<file path="src/rtl/minimips_mc_ctrl.sv">
// Multi-cycle main control FSM for the MiniMIPS datapath (fetch/decode/execute/memory/write-back).
// Optional performance counters are built when MINIMIPS_PERF_CNT_EN is defined.
module minimips_mc_ctrl #(
   parameter int unsigned PC_STEP     = 2,
   parameter logic [3:0]  HALT_OPCODE = 4'b1111
) (
   input  logic        clk,
   input  logic        rst_n,
   input  logic        start,
   input  logic [3:0]  opcode,
   input  logic        zero,
   input  logic        mem_ready,
   output logic [2:0]  ALUop,
   output logic        alu_src_a,
   output logic [1:0]  alu_src_b,
   output logic        pc_write,
   output logic        pc_write_cond,
   output logic        ir_write,
   output logic        mem_read,
   output logic        mem_write,
   output logic        i_or_d,
   output logic        reg_write,
   output logic        reg_dst,
   output logic        mem_to_reg,
   output logic        busy,
   output logic        done,
   output logic        illegal_op
`ifdef MINIMIPS_PERF_CNT_EN
   ,
   output logic [15:0] instr_cnt,
   output logic [15:0] cycle_cnt
`endif
);

   localparam logic [3:0] OP_LW  = 4'b1000;
   localparam logic [3:0] OP_BEQ = 4'b0101;

   typedef enum logic [3:0] {
      StIdle, StFetch, StDecode, StExecR, StWbR, StExecI, StWbI,
      StBranch, StMemAddr, StMemRd, StWbMem, StMemWr, StError
   } state_e;

   state_e state_q, state_d;
   logic   done_q, done_d;
   logic   illegal_q, illegal_set;
   logic   instr_end;

   // PC_STEP is realised in the datapath mux; referenced here only for documentation.
   logic unused_pc_step;
   assign unused_pc_step = ^PC_STEP;

   always_ff @(posedge clk or negedge rst_n) begin
      if (!rst_n) begin
         state_q   <= StIdle;
         done_q    <= 1'b0;
         illegal_q <= 1'b0;
      end else begin
         state_q   <= state_d;
         done_q    <= done_d;
         illegal_q <= illegal_q | illegal_set;
      end
   end

   always_comb begin
      state_d     = state_q;
      done_d      = 1'b0;
      illegal_set = 1'b0;
      instr_end   = 1'b0;
      unique case (state_q)
         StIdle:    if (start) state_d = StFetch;
         StFetch:   if (mem_ready) state_d = StDecode;
         StDecode: begin
            if (opcode == HALT_OPCODE) begin
               state_d = StIdle;
               done_d  = 1'b1;
            end else begin
               case (opcode)
                  4'b0000:                                    state_d = StExecR;
                  4'b0001, 4'b0010, 4'b0011, 4'b0100, 4'b0111: state_d = StExecI;
                  4'b0101, 4'b0110:                           state_d = StBranch;
                  4'b1000, 4'b1001:                           state_d = StMemAddr;
                  default: begin
                     state_d     = StError;
                     illegal_set = 1'b1;
                  end
               endcase
            end
         end
         StExecR:   state_d = StWbR;
         StExecI:   state_d = StWbI;
         StMemAddr: state_d = (opcode == OP_LW) ? StMemRd : StMemWr;
         StMemRd:   if (mem_ready) state_d = StWbMem;
         StWbR, StWbI, StBranch, StWbMem: begin
            state_d   = StFetch;
            instr_end = 1'b1;
         end
         StMemWr: begin
            if (mem_ready) begin
               state_d   = StFetch;
               instr_end = 1'b1;
            end
         end
         StError:   state_d = StError;
         default:   state_d = StIdle;
      endcase
   end

   always_comb begin
      ALUop         = 3'b000;
      alu_src_a     = 1'b0;
      alu_src_b     = 2'b00;
      pc_write      = 1'b0;
      pc_write_cond = 1'b0;
      ir_write      = 1'b0;
      mem_read      = 1'b0;
      mem_write     = 1'b0;
      i_or_d        = 1'b0;
      reg_write     = 1'b0;
      reg_dst       = 1'b0;
      mem_to_reg    = 1'b0;
      busy          = (state_q != StIdle);
      done          = done_q;
      illegal_op    = illegal_q;
      unique case (state_q)
         StFetch: begin
            mem_read  = 1'b1;
            alu_src_b = 2'b01;
            ir_write  = mem_ready;
            pc_write  = mem_ready;
         end
         StDecode:  alu_src_b = 2'b10;
         StExecR: begin
            alu_src_a = 1'b1;
            ALUop     = 3'b111;
         end
         StExecI: begin
            alu_src_a = 1'b1;
            alu_src_b = 2'b10;
            case (opcode)
               4'b0010: ALUop = 3'b001;
               4'b0011: ALUop = 3'b010;
               4'b0100: ALUop = 3'b011;
               4'b0111: ALUop = 3'b101;
               default: ALUop = 3'b000;
            endcase
         end
         StBranch: begin
            alu_src_a     = 1'b1;
            ALUop         = 3'b100;
            // beq taken on zero, bne taken on not-zero
            pc_write_cond = (opcode == OP_BEQ) ? zero : ~zero;
         end
         StMemAddr: begin
            alu_src_a = 1'b1;
            alu_src_b = 2'b10;
         end
         StMemRd: begin
            mem_read = 1'b1;
            i_or_d   = 1'b1;
         end
         StMemWr: begin
            mem_write = 1'b1;
            i_or_d    = 1'b1;
         end
         StWbR: begin
            reg_write = 1'b1;
            reg_dst   = 1'b1;
         end
         StWbI:     reg_write = 1'b1;
         StWbMem: begin
            reg_write  = 1'b1;
            mem_to_reg = 1'b1;
         end
         default: ;
      endcase
   end

`ifdef MINIMIPS_PERF_CNT_EN
   logic [15:0] instr_cnt_q, cycle_cnt_q;

   always_ff @(posedge clk or negedge rst_n) begin
      if (!rst_n) begin
         instr_cnt_q <= 16'd0;
         cycle_cnt_q <= 16'd0;
      end else begin
         if (busy)      cycle_cnt_q <= cycle_cnt_q + 16'd1;
         if (instr_end) instr_cnt_q <= instr_cnt_q + 16'd1;
      end
   end

   assign instr_cnt = instr_cnt_q;
   assign cycle_cnt = cycle_cnt_q;
`else
   logic unused_instr_end;
   assign unused_instr_end = instr_end;
`endif

endmodule

</file>
<file path="config.mk">
export PLATFORM = sky130hd
export DESIGN_NAME = minimips_mc_ctrl
export DESIGN_NICKNAME = d
export VERILOG_FILES = /design/src/rtl/minimips_mc_ctrl.sv
export SDC_FILE = /design/constraint.sdc
export NUM_CORES = 1
export LEC_CHECK = 0
export CORE_ASPECT_RATIO = 1.25
export CORE_MARGIN = 2
export CORE_UTILIZATION = 37
export CTS_CLUSTER_DIAMETER = 60
export DETAILED_ROUTE_END_ITERATION = 10
export GPL_TIMING_DRIVEN = 1
export PLACE_DENSITY = 0.75
export SYNTH_ARGS = -nofsm -noshare
export SYNTH_HDL_FRONTEND = slang
export SYNTH_SLANG_ARGS = --single-unit
</file>
<file path="constraint.sdc">
create_clock -name clk -period 1.3 [get_ports clk]
set_clock_uncertainty 0.05 [all_clocks]
set_input_delay 0.26 -clock clk [delete_from_list [all_inputs] [get_ports clk]]
set_output_delay 0.26 -clock clk [all_outputs]
set_load 0.03 [all_outputs]
</file>
==> run summary, run 1 <==
- Post-Syn Area per Cell: 7.05 um2
- number of buffers added by the clock tree synthesis step: 3
- maximum number of pins on one net before global-route repair: 10
- floorplan die width: 41.3 um
- Setup Slack @ Placement: -0.596 ns
- clock sink count: 6
- Synth Warn #: 0
- Max Buffers Root-to-Sink: 2
- Synth area leaders: sky130_fd_sc_hd__dfrtp_1, sky130_fd_sc_hd__nor2_1, sky130_fd_sc_hd__nand2b_1
- outcome: stopped before the end
- buffer cell driving the clock tree root: sky130_fd_sc_hd__clkbuf_4
- top-area cell type share of the netlist area: 23.4%
- cell row count: 16
- number of flip-flops and latches in the synthesized netlist: 6
- number of antenna violations at the first check in global routing: 0
- Detailed Place HPWL: 1720 um
- vertical die dimension: 50.6 um
- Worst EP Category: primary output
- error text reported by the tool: [ERROR DPL-0033] detailed placement checks failed during check placement.
- Syn Nets: 100
- area of placed instances: 0.00124 mm2
- cells after synthesis: 91
- Worst endpoint, post-GRT repair: alu_src_b[1]
- netlist area before placement: 642 um2
- CTS hold repair buffers: 0
- starting utilization of the core area: 40.1%
- number of library cell types mapped by synthesis: 31
- PortBufs: 26
- stage where the flow stopped: global routing
- part of the Yosys area used for sequential elements: 23.4%
- boundary pin count: 27
- cell taking the most area after synthesis: sky130_fd_sc_hd__dfrtp_1
- count of H-tree levels built during CTS: 1
- weighted congestion at the end of routability-driven global placement: 0.899
what timing repair did:
item	CTS
resized for setup	49
pin swaps	12
setup endpoints to repair	21
setup buffers	6
logic make-up after synthesis:
kind of cell	Yosys count	share of synthesized area, %
multiplexers	1	1.75
XOR/XNOR	3	4.09
AO/OA/AOI/OAI	21	21.1
flip-flops	6	23.4
AND/OR/NAND/NOR	50	40.9
buffers and inverters	10	8.77
metrics by stage:
| step | instances | hold slack [ns] |
|---|---|---|
| detailed placement | 164 | 0.414 |
| floorplan | 91 | -0.0856 |
| CTS | 174 | 0.200 |
| global placement | 164 | 0.415 |
Yosys cell counts:
library cell and number:
sky130_fd_sc_hd__nor2_1 14, sky130_fd_sc_hd__nand2_1 11, sky130_fd_sc_hd__nand2b_1 7, sky130_fd_sc_hd__dfrtp_1 6, sky130_fd_sc_hd__a21oi_1 5, sky130_fd_sc_hd__o21ai_0 5
sky130_fd_sc_hd__buf_4 4, sky130_fd_sc_hd__nor3_1 4, sky130_fd_sc_hd__nor3b_1 4, sky130_fd_sc_hd__buf_2 3, sky130_fd_sc_hd__inv_1 3, sky130_fd_sc_hd__nand3_1 2
sky130_fd_sc_hd__nor2b_1 2, sky130_fd_sc_hd__o22ai_1 2, sky130_fd_sc_hd__o32ai_1 2, sky130_fd_sc_hd__xnor2_1 2, sky130_fd_sc_hd__a21o_1 1, sky130_fd_sc_hd__a22o_1 1
sky130_fd_sc_hd__a31oi_1 1, sky130_fd_sc_hd__a32oi_1 1, sky130_fd_sc_hd__and2_1 1, sky130_fd_sc_hd__and3b_2 1, sky130_fd_sc_hd__mux2_2 1, sky130_fd_sc_hd__nand3b_1 1
sky130_fd_sc_hd__nand4_1 1, sky130_fd_sc_hd__nor3_2 1, sky130_fd_sc_hd__nor3b_2 1, sky130_fd_sc_hd__o2111ai_1 1, sky130_fd_sc_hd__o21bai_1 1, sky130_fd_sc_hd__o31ai_1 1
sky130_fd_sc_hd__xor2_1 1
==> inputs of run 2 (changes only) <==
- CORE_AREA: unset -> 2 2 63 65
- CORE_ASPECT_RATIO: 1.25 -> unset
- CORE_MARGIN: 2 -> unset
- CORE_UTILIZATION: 37 -> unset
- CTS_CLUSTER_DIAMETER: 60 -> unset
- DIE_AREA: unset -> 0 0 65 67
- PLACE_DENSITY: 0.75 -> unset
- PLACE_DENSITY_LB_ADDON: unset -> 0.15
- clock period: 1.3 -> 1.69 ns (I/O delays scaled with it)
==> run summary, run 2 <==
- outcome: complete, but fails checks
- violations in the final reports: setup timing
- category of the critical setup timing path: reg2out
- number of flip-flops and latches in the synthesized netlist: 6, unchanged
- via count: 804
- count of H-tree levels built during CTS: 1, unchanged
- register bank with the most flops: state_q
- aggregate global routing overflow: 0
- cells along the critical path: buf_6 -> xnor2_2 -> o32ai_2 -> buf_4
- final hold slack: 0.319 ns
- final slew viol count: 0
- net count of the finished layout: 150
- clock network fraction of design power: 8.4%
- final antenna-violating net count: 0
- worst min path class: in2async
- required time reported for the critical path endpoint: 1.30 ns
- Syn Nets: 100, unchanged
- number of library cell types mapped by synthesis: 31, unchanged
- reported max-cap violation count: 0
- Fill cells: 375
- via count of the first global-routing pass: 822
- vertical die dimension: 67 um, +33%
- DR WL/cell: 11.4 um
- Fin Setup TNS: -0.130 ns
- Achievable Freq: 0.575 GHz
- buffer cell driving the clock tree root: sky130_fd_sc_hd__clkbuf_8
- antenna cell count: 0
- part of the Yosys area used for sequential elements: 23.4%, unchanged
- Worst slew margin: 79.3%
- first-pass GRT wire length: 3570 um
- maximum resistive drop on vdd: 746 uV
- setup repair after global routing missed its margin: yes
- number of enable flip-flop cells after synthesis: 0, unchanged
- fraction of power consumed by combinational cells: 78.1%
- Leak: 0.543 nW
- area of the die: 0.00436 mm2
- leading cell types in the layout, fill and taps excluded: sky130_fd_sc_hd__buf_4, sky130_fd_sc_hd__buf_6, sky130_fd_sc_hd__nand2_1, sky130_fd_sc_hd__nor2_1, sky130_fd_sc_hd__clkdlybuf4s50_1
- CTS tree: yes
- area of the core: 0.00361 mm2
- cell taking the most area after synthesis: sky130_fd_sc_hd__dfrtp_1
- Max Buffers Root-to-Sink: 2, unchanged
- leading cell type in the layout, fill and taps excluded: sky130_fd_sc_hd__buf_4
- Setup Slack @ Placement: -0.340 ns, +0.256 ns
- Async S/R FF share, synth: 100%, unchanged
- setup slack after layout: -0.0488 ns
- Synth Warn #: 0, unchanged
- boundary pin count: 27, unchanged
- proportion of power drawn by flip-flops and latches: 13.5%
- weighted congestion at the end of routability-driven global placement: 0.766, -15%
- Max stage delay on crit path: 0.47 ns
- sum of routed wire length over all layers: 2130 um
- number of buffers added by the clock tree synthesis step: 3, unchanged
- netlist area before placement: 642 um2, unchanged
- Detailed Place HPWL: 1620 um, -5.4%
- combined global-route utilization of all metal layers: 10.6%
- number of endpoints with negative hold slack in the final report: 0
- crit path max-delay cell type: sky130_fd_sc_hd__dfrtp_2
- starting utilization of the core area: 17.8%, -22 points
- drc violations: 0
- Post-Syn Area per Cell: 7.05 um2, unchanged
- switching power total: 1.15 mW
- number of antenna violations at the first check in global routing: 0
- Pwr per Cell Area: 1920 mW/mm2
- cells after synthesis: 91, unchanged
- source-to-sink clock delay at the later pin of the worst-skew pair: 0.22 ns
- Clock Pin Slew Worst Setup and Hold Paths: 0.03 ns
- clock sink count: 6, unchanged
- detailed-routing iteration count for the pre-antenna-repair pass: 3
- Synth Flop Type: sky130_fd_sc_hd__dfrtp_1
- core occupancy in the finished layout: 35.4%
- max reg flops: 4
- CTS hold repair buffers: 0, unchanged
- cell row count: 22, +6
- critical path fanouts, max: 8
- top-area cell type share of the netlist area: 23.4%, unchanged
- switching part of the total: 46.9%
- maximum number of pins on one net before global-route repair: 9
- PortBufs: 26, unchanged
- final setup violation count: 5
- Setup crit end kind: output pin
- signed area change from the synthesized netlist to the final layout: 99.0%
- Synth area leaders: sky130_fd_sc_hd__dfrtp_1, sky130_fd_sc_hd__nor2_1, sky130_fd_sc_hd__nand2b_1
- share of the clock period used by the worst path: 103%
- ratio of cells with drive above 1 in the final layout: 56.8%
- type of element launching the critical path: flop
- Internal Pwr Total: 1.30 mW
- slew at the pin with the worst max-slew slack: 0.309 ns
- most used standard cell by instance count after synthesis: sky130_fd_sc_hd__nor2_1
- most frequent cells after synthesis: sky130_fd_sc_hd__nor2_1, sky130_fd_sc_hd__nand2_1, sky130_fd_sc_hd__nand2b_1
- iteration-0 DRC count of the detailed router: 23
- floorplan die width: 65 um, +58%
- Min Clock Period, post-route: 1.74 ns
- mean number of vias per cell: 4.30
- CP Data Arrival Time: 1.35 ns
==> run 2: cell counts after synthesis <==
Identical to the previous run, type by type.
==> run 2: kinds of logic after synthesis <==
kind of cell / share of synthesized area, %
XOR/XNOR: 4.09
buffers and inverters: 8.77
flip-flops: 23.4
AND/OR/NAND/NOR: 40.9
AO/OA/AOI/OAI: 21.1
multiplexers: 1.75
==> run 2: what timing repair did <==
action | 4_1_cts | 5_1_grt
endpoints found under the hold margin | 0 | 0
gates resized for setup | 24 | 18
setup endpoints to repair | 15 | 14
buffers inserted | 7 | 2
pin swaps | 7 | 6
==> run 2: area by class of cell <==
| type | instances | area [um2] | area share (%) |
|---|---|---|---|
| timing repair buffer | 52 | 459 | 35.9 |
| clock buffer | 3 | 41.3 | 3.23 |
| multi-input combinational | 75 | 551 | 43.1 |
| sequential | 6 | 155 | 12.1 |
| inverter | 3 | 11.3 | 0.881 |
| tap | 48 | 60.1 | 4.70 |
==> run 2: metrics by stage <==
| stage | power, mW | cell area, um2 | cells |
|---|---|---|---|
| after detailed placement | 1.90 | 1060 | 175 |
| after global routing | 2.63 | 1280 | 187 |
| after CTS | 2.31 | 1210 | 185 |
| after global placement | 1.90 | 1060 | 175 |
| after floorplan | 1.31 | 688 | 91 |
| final | 2.45 | 1280 | 187 |
==> run 2: worst paths after layout <==
check	startpoint	to	slack (ns)	cells after the start
max	state_q[1]	alu_src_b[1]	-0.05	4
min	rst_n	state_q[2]	0.32	1
max reg2reg	state_q[3]	state_q[1]	0.12	5
min reg2reg	illegal_op	illegal_op	0.43	1
max in group asynchronous	rst_n	state_q[3]	1.03	1
min in group clk	illegal_op	illegal_op	0.43	1
==> run 2: power by group through the flow <==
stage | clock [mW] | combinational [mW] | sequential, mW
CTS | 0.215 | 1.77 | 0.325
global route | 0.230 | 2.05 | 0.347
finish | 0.206 | 1.92 | 0.332
detailed placement | 0 | 1.55 | 0.343
global placement | 0 | 1.56 | 0.345
floorplan | 0 | 1.04 | 0.277
==> run 2: routing by layer <==
| metal | share of wire [%] | up-vias | track usage (%) |
|---|---|---|---|
| li1 | - | 418 | - |
| met1 | 48 | 365 | 12.8 |
| met2 | 47 | 21 | 18.3 |
| met3 | 5.4 | 0 | 3.89 |
| met4 | 0 | 0 | 1.86 |
| met5 | 0 | - | 0 |
==> run 2: worst max-delay path, delay by kind of cell, from the launching register on <==
kind | cells | cell delay (ns)
xor+xnor | 1 | 0.13
compound gates | 1 | 0.19
buf+inv | 2 | 0.35
flops | 1 | 0.47
Power figures use the tool's default switching activity.
==> inputs of run 3 (changes only) <==
- REMOVE_ABC_BUFFERS: unset -> 1
==> run summary, run 3 (synthesis results as in run 2) <==
- outcome: complete, but fails checks
- violations in the final reports: setup timing
- reported max-cap violation count: 0, unchanged
- cell family with the largest share of critical-path delay: flip-flops
- setup repair after global routing missed its margin: yes
- Min Clock Period, post-route: 1.78 ns, +0.0384 ns
- first-pass GRT wire length: 3410 um, -4.5%
- Max stage delay on crit path: 0.44 ns, -0.03 ns
- net count of the finished layout: 153, +2.0%
- Leak: 0.565 nW, +4.0%
- Clock Pin Slew Worst Setup and Hold Paths: 0.04 ns, about the same
- final antenna-violating net count: 0, unchanged
- reg2reg path depth: 6, +1
- Detailed Place HPWL: 1600 um, -1.7%
- maximum resistive drop on vdd: 673 uV, -9.8%
- category of the critical setup timing path: reg2out
- via count of the first global-routing pass: 769, -6.4%
- antenna cell count: 0, unchanged
- fraction of power consumed by combinational cells: 80.1%, +2.0 points
- Fill cells: 363, -3.2%
- max reg flops: 4, unchanged
- Fin Setup TNS: -0.352 ns, -0.221 ns
- slew at the pin with the worst max-slew slack: 0.299 ns, -0.00965 ns
- met3 WL post-DR: 103 um, -10%
- mean number of vias per cell: 4.46, +3.8%
- Internal Pwr Total: 1.36 mW, +4.5%
- proportion of power drawn by flip-flops and latches: 11.6%, -1.9 points
- source-to-sink clock delay at the later pin of the worst-skew pair: 0.22 ns, about the same
- floorplan die width: 65 um, unchanged
- DR WL/cell: 12.1 um, +6.4%
- count of H-tree levels built during CTS: 1, unchanged
- core occupancy in the finished layout: 37.0%, +1.6 points
- starting utilization of the core area: 17.8%, unchanged
- maximum number of pins on one net before global-route repair: 13, +4
- Max Buffers Root-to-Sink: 2, unchanged
- number of cells on the critical path: 5, +1
- boundary pin count: 27, unchanged
- number of endpoints with negative hold slack in the final report: 0, unchanged
- aggregate global routing overflow: 0, unchanged
- sum of routed wire length over all layers: 2310 um, +8.1%
- drc violations: 0, unchanged
- detailed-routing iteration count for the pre-antenna-repair pass: 4, +1
- worst min path class: in2async
- number of buffers added by the clock tree synthesis step: 3, unchanged
- cell row count: 22, unchanged
- type of element launching the critical path: flop
- area of the die: 0.00436 mm2, unchanged
- setup slack after layout: -0.0873 ns, -0.0384 ns
- Worst slew margin: 80.0%, +0.65 points
- wire length on met2: 1120 um, +11%
- number of antenna violations at the first check in global routing: 0, unchanged
- final slew viol count: 0, unchanged
- PortBufs: 26, unchanged
- detailed-routing wirelength on met1: 1060 um, +4.3%
- clock sink count: 6, unchanged
- Achievable Freq: 0.563 GHz, -2.2%
- area of the core: 0.00361 mm2, unchanged
- Setup Slack @ Placement: -0.406 ns, -0.0658 ns
- combined global-route utilization of all metal layers: 10.2%, -0.48 points
- cell mode on critical path: sky130_fd_sc_hd__buf_6
- switching part of the total: 47.5%, +0.55 points
- final setup violation count: 9, +4
- CTS hold repair buffers: 0, unchanged
- share of the clock period used by the worst path: 105%, +2.3 points
- CP Data Arrival Time: 1.39 ns, +0.04 ns
- leading cell type in the layout, fill and taps excluded: sky130_fd_sc_hd__buf_4
- critical path fanouts, max: 5, -3
- crit path max-delay cell type: sky130_fd_sc_hd__dfrtp_2
- clock network fraction of design power: 8.3%, about the same
- critical path buffer and inverter count: 2, unchanged
- buffer cell driving the clock tree root: sky130_fd_sc_hd__clkbuf_8
- Pwr per Cell Area: 1940 mW/mm2, +1.1%
- cells along the critical path: buf_6 -> nor3b_4 -> o21ai_1 -> a21oi_2 -> buf_6
- ratio of cells with drive above 1 in the final layout: 59.2%, +2.3 points
- register bank with the most flops: state_q
- signed area change from the synthesized netlist to the final layout: 108%
- leading cell types in the layout, fill and taps excluded: sky130_fd_sc_hd__buf_4, sky130_fd_sc_hd__buf_6, sky130_fd_sc_hd__nand2_1, sky130_fd_sc_hd__nor2_1, sky130_fd_sc_hd__clkdlybuf4s50_1
- uppermost routed layer: met4
- switching power total: 1.23 mW, +6.8%
- Setup crit end kind: output pin
- vertical die dimension: 67 um, unchanged
- CTS tree: yes
- required time reported for the critical path endpoint: 1.30 ns, about the same
- iteration-0 DRC count of the detailed router: 20, -13%
- weighted congestion at the end of routability-driven global placement: 0.782, +2.2%
- via count: 848, +5.5%
## run 3: cell types whose count changed in the layout (fill, tap and decap cells not counted), sizes merged
| cell | before | now |
|---|---|---|
| buf | 42 | 45 |
## run 3: cell type report
class                      count  area (um2)  share of cell area, %
clock buffer                   3        41.3                   3.10
inverter                       3        11.3                  0.844
multi-input combinational     75         592                   44.4
sequential                     6         155                   11.6
tap                           48        60.1                   4.50
timing repair buffer          55         474                   35.6
## run 3: path summary, 6_finish.rpt
| path | from | endpoint | slack [ns] |
|---|---|---|---|
| min in group clk | illegal_op | illegal_op | 0.44 |
| max in group asynchronous | rst_n | state_q[0] | 1.03 |
| worst min register to register | illegal_op | illegal_op | 0.44 |
| worst min-delay path | rst_n | illegal_op | 0.32 |
| worst max-delay path | state_q[1] | ALUop[1] | -0.09 |
| worst max register to register | state_q[3] | state_q[3] | 0.19 |
## run 3: what timing repair did
item	4_1_cts	5_1_grt
resized for setup	28	37
endpoints found under the setup margin	16	14
pin swaps	6	9
setup buffers	7	8
gates cloned	0	0
## run 3: layer usage
metal | GRT usage (%) | up-vias
li1 | - | 418
met1 | 13.4 | 403
met2 | 16.1 | 21
met3 | 1.35 | 6
met4 | 5.05 | 0
met5 | 0 | -
## run 3: power groups by stage
stage	Clock [mW]	Sequential, mW	Combinational (mW)
4_1_cts	0.216	0.314	1.60
3_5_place_dp	0	0.321	1.34
3_3_place_gp	0	0.327	1.34
5_1_grt	0.229	0.308	2.22
2_1_floorplan	0	0.362	0.769
6_report	0.215	0.301	2.07
## run 3: per-stage QoR
step | instances | hold slack (ns) | area [um2] | power, mW
5_1_grt | 190 | 0.337 | 1330 | 2.76
3_5_place_dp | 172 | 0.420 | 982 | 1.67
2_1_floorplan | 84 | -0.00759 | 597 | 1.13
4_1_cts | 182 | 0.322 | 1140 | 2.13
3_3_place_gp | 172 | 0.409 | 982 | 1.67
6_report | 190 | 0.317 | 1330 | 2.59
## run 3: worst reg2reg max path, stage by stage (launching register included)
cell and delay, ns:
sky130_fd_sc_hd__dfrtp_2 0.42, sky130_fd_sc_hd__buf_2 0.16, sky130_fd_sc_hd__buf_4 0.14, sky130_fd_sc_hd__buf_4 0.13
sky130_fd_sc_hd__nor3_2 0.21, sky130_fd_sc_hd__nand3_1 0.15, sky130_fd_sc_hd__a21oi_1 0.15
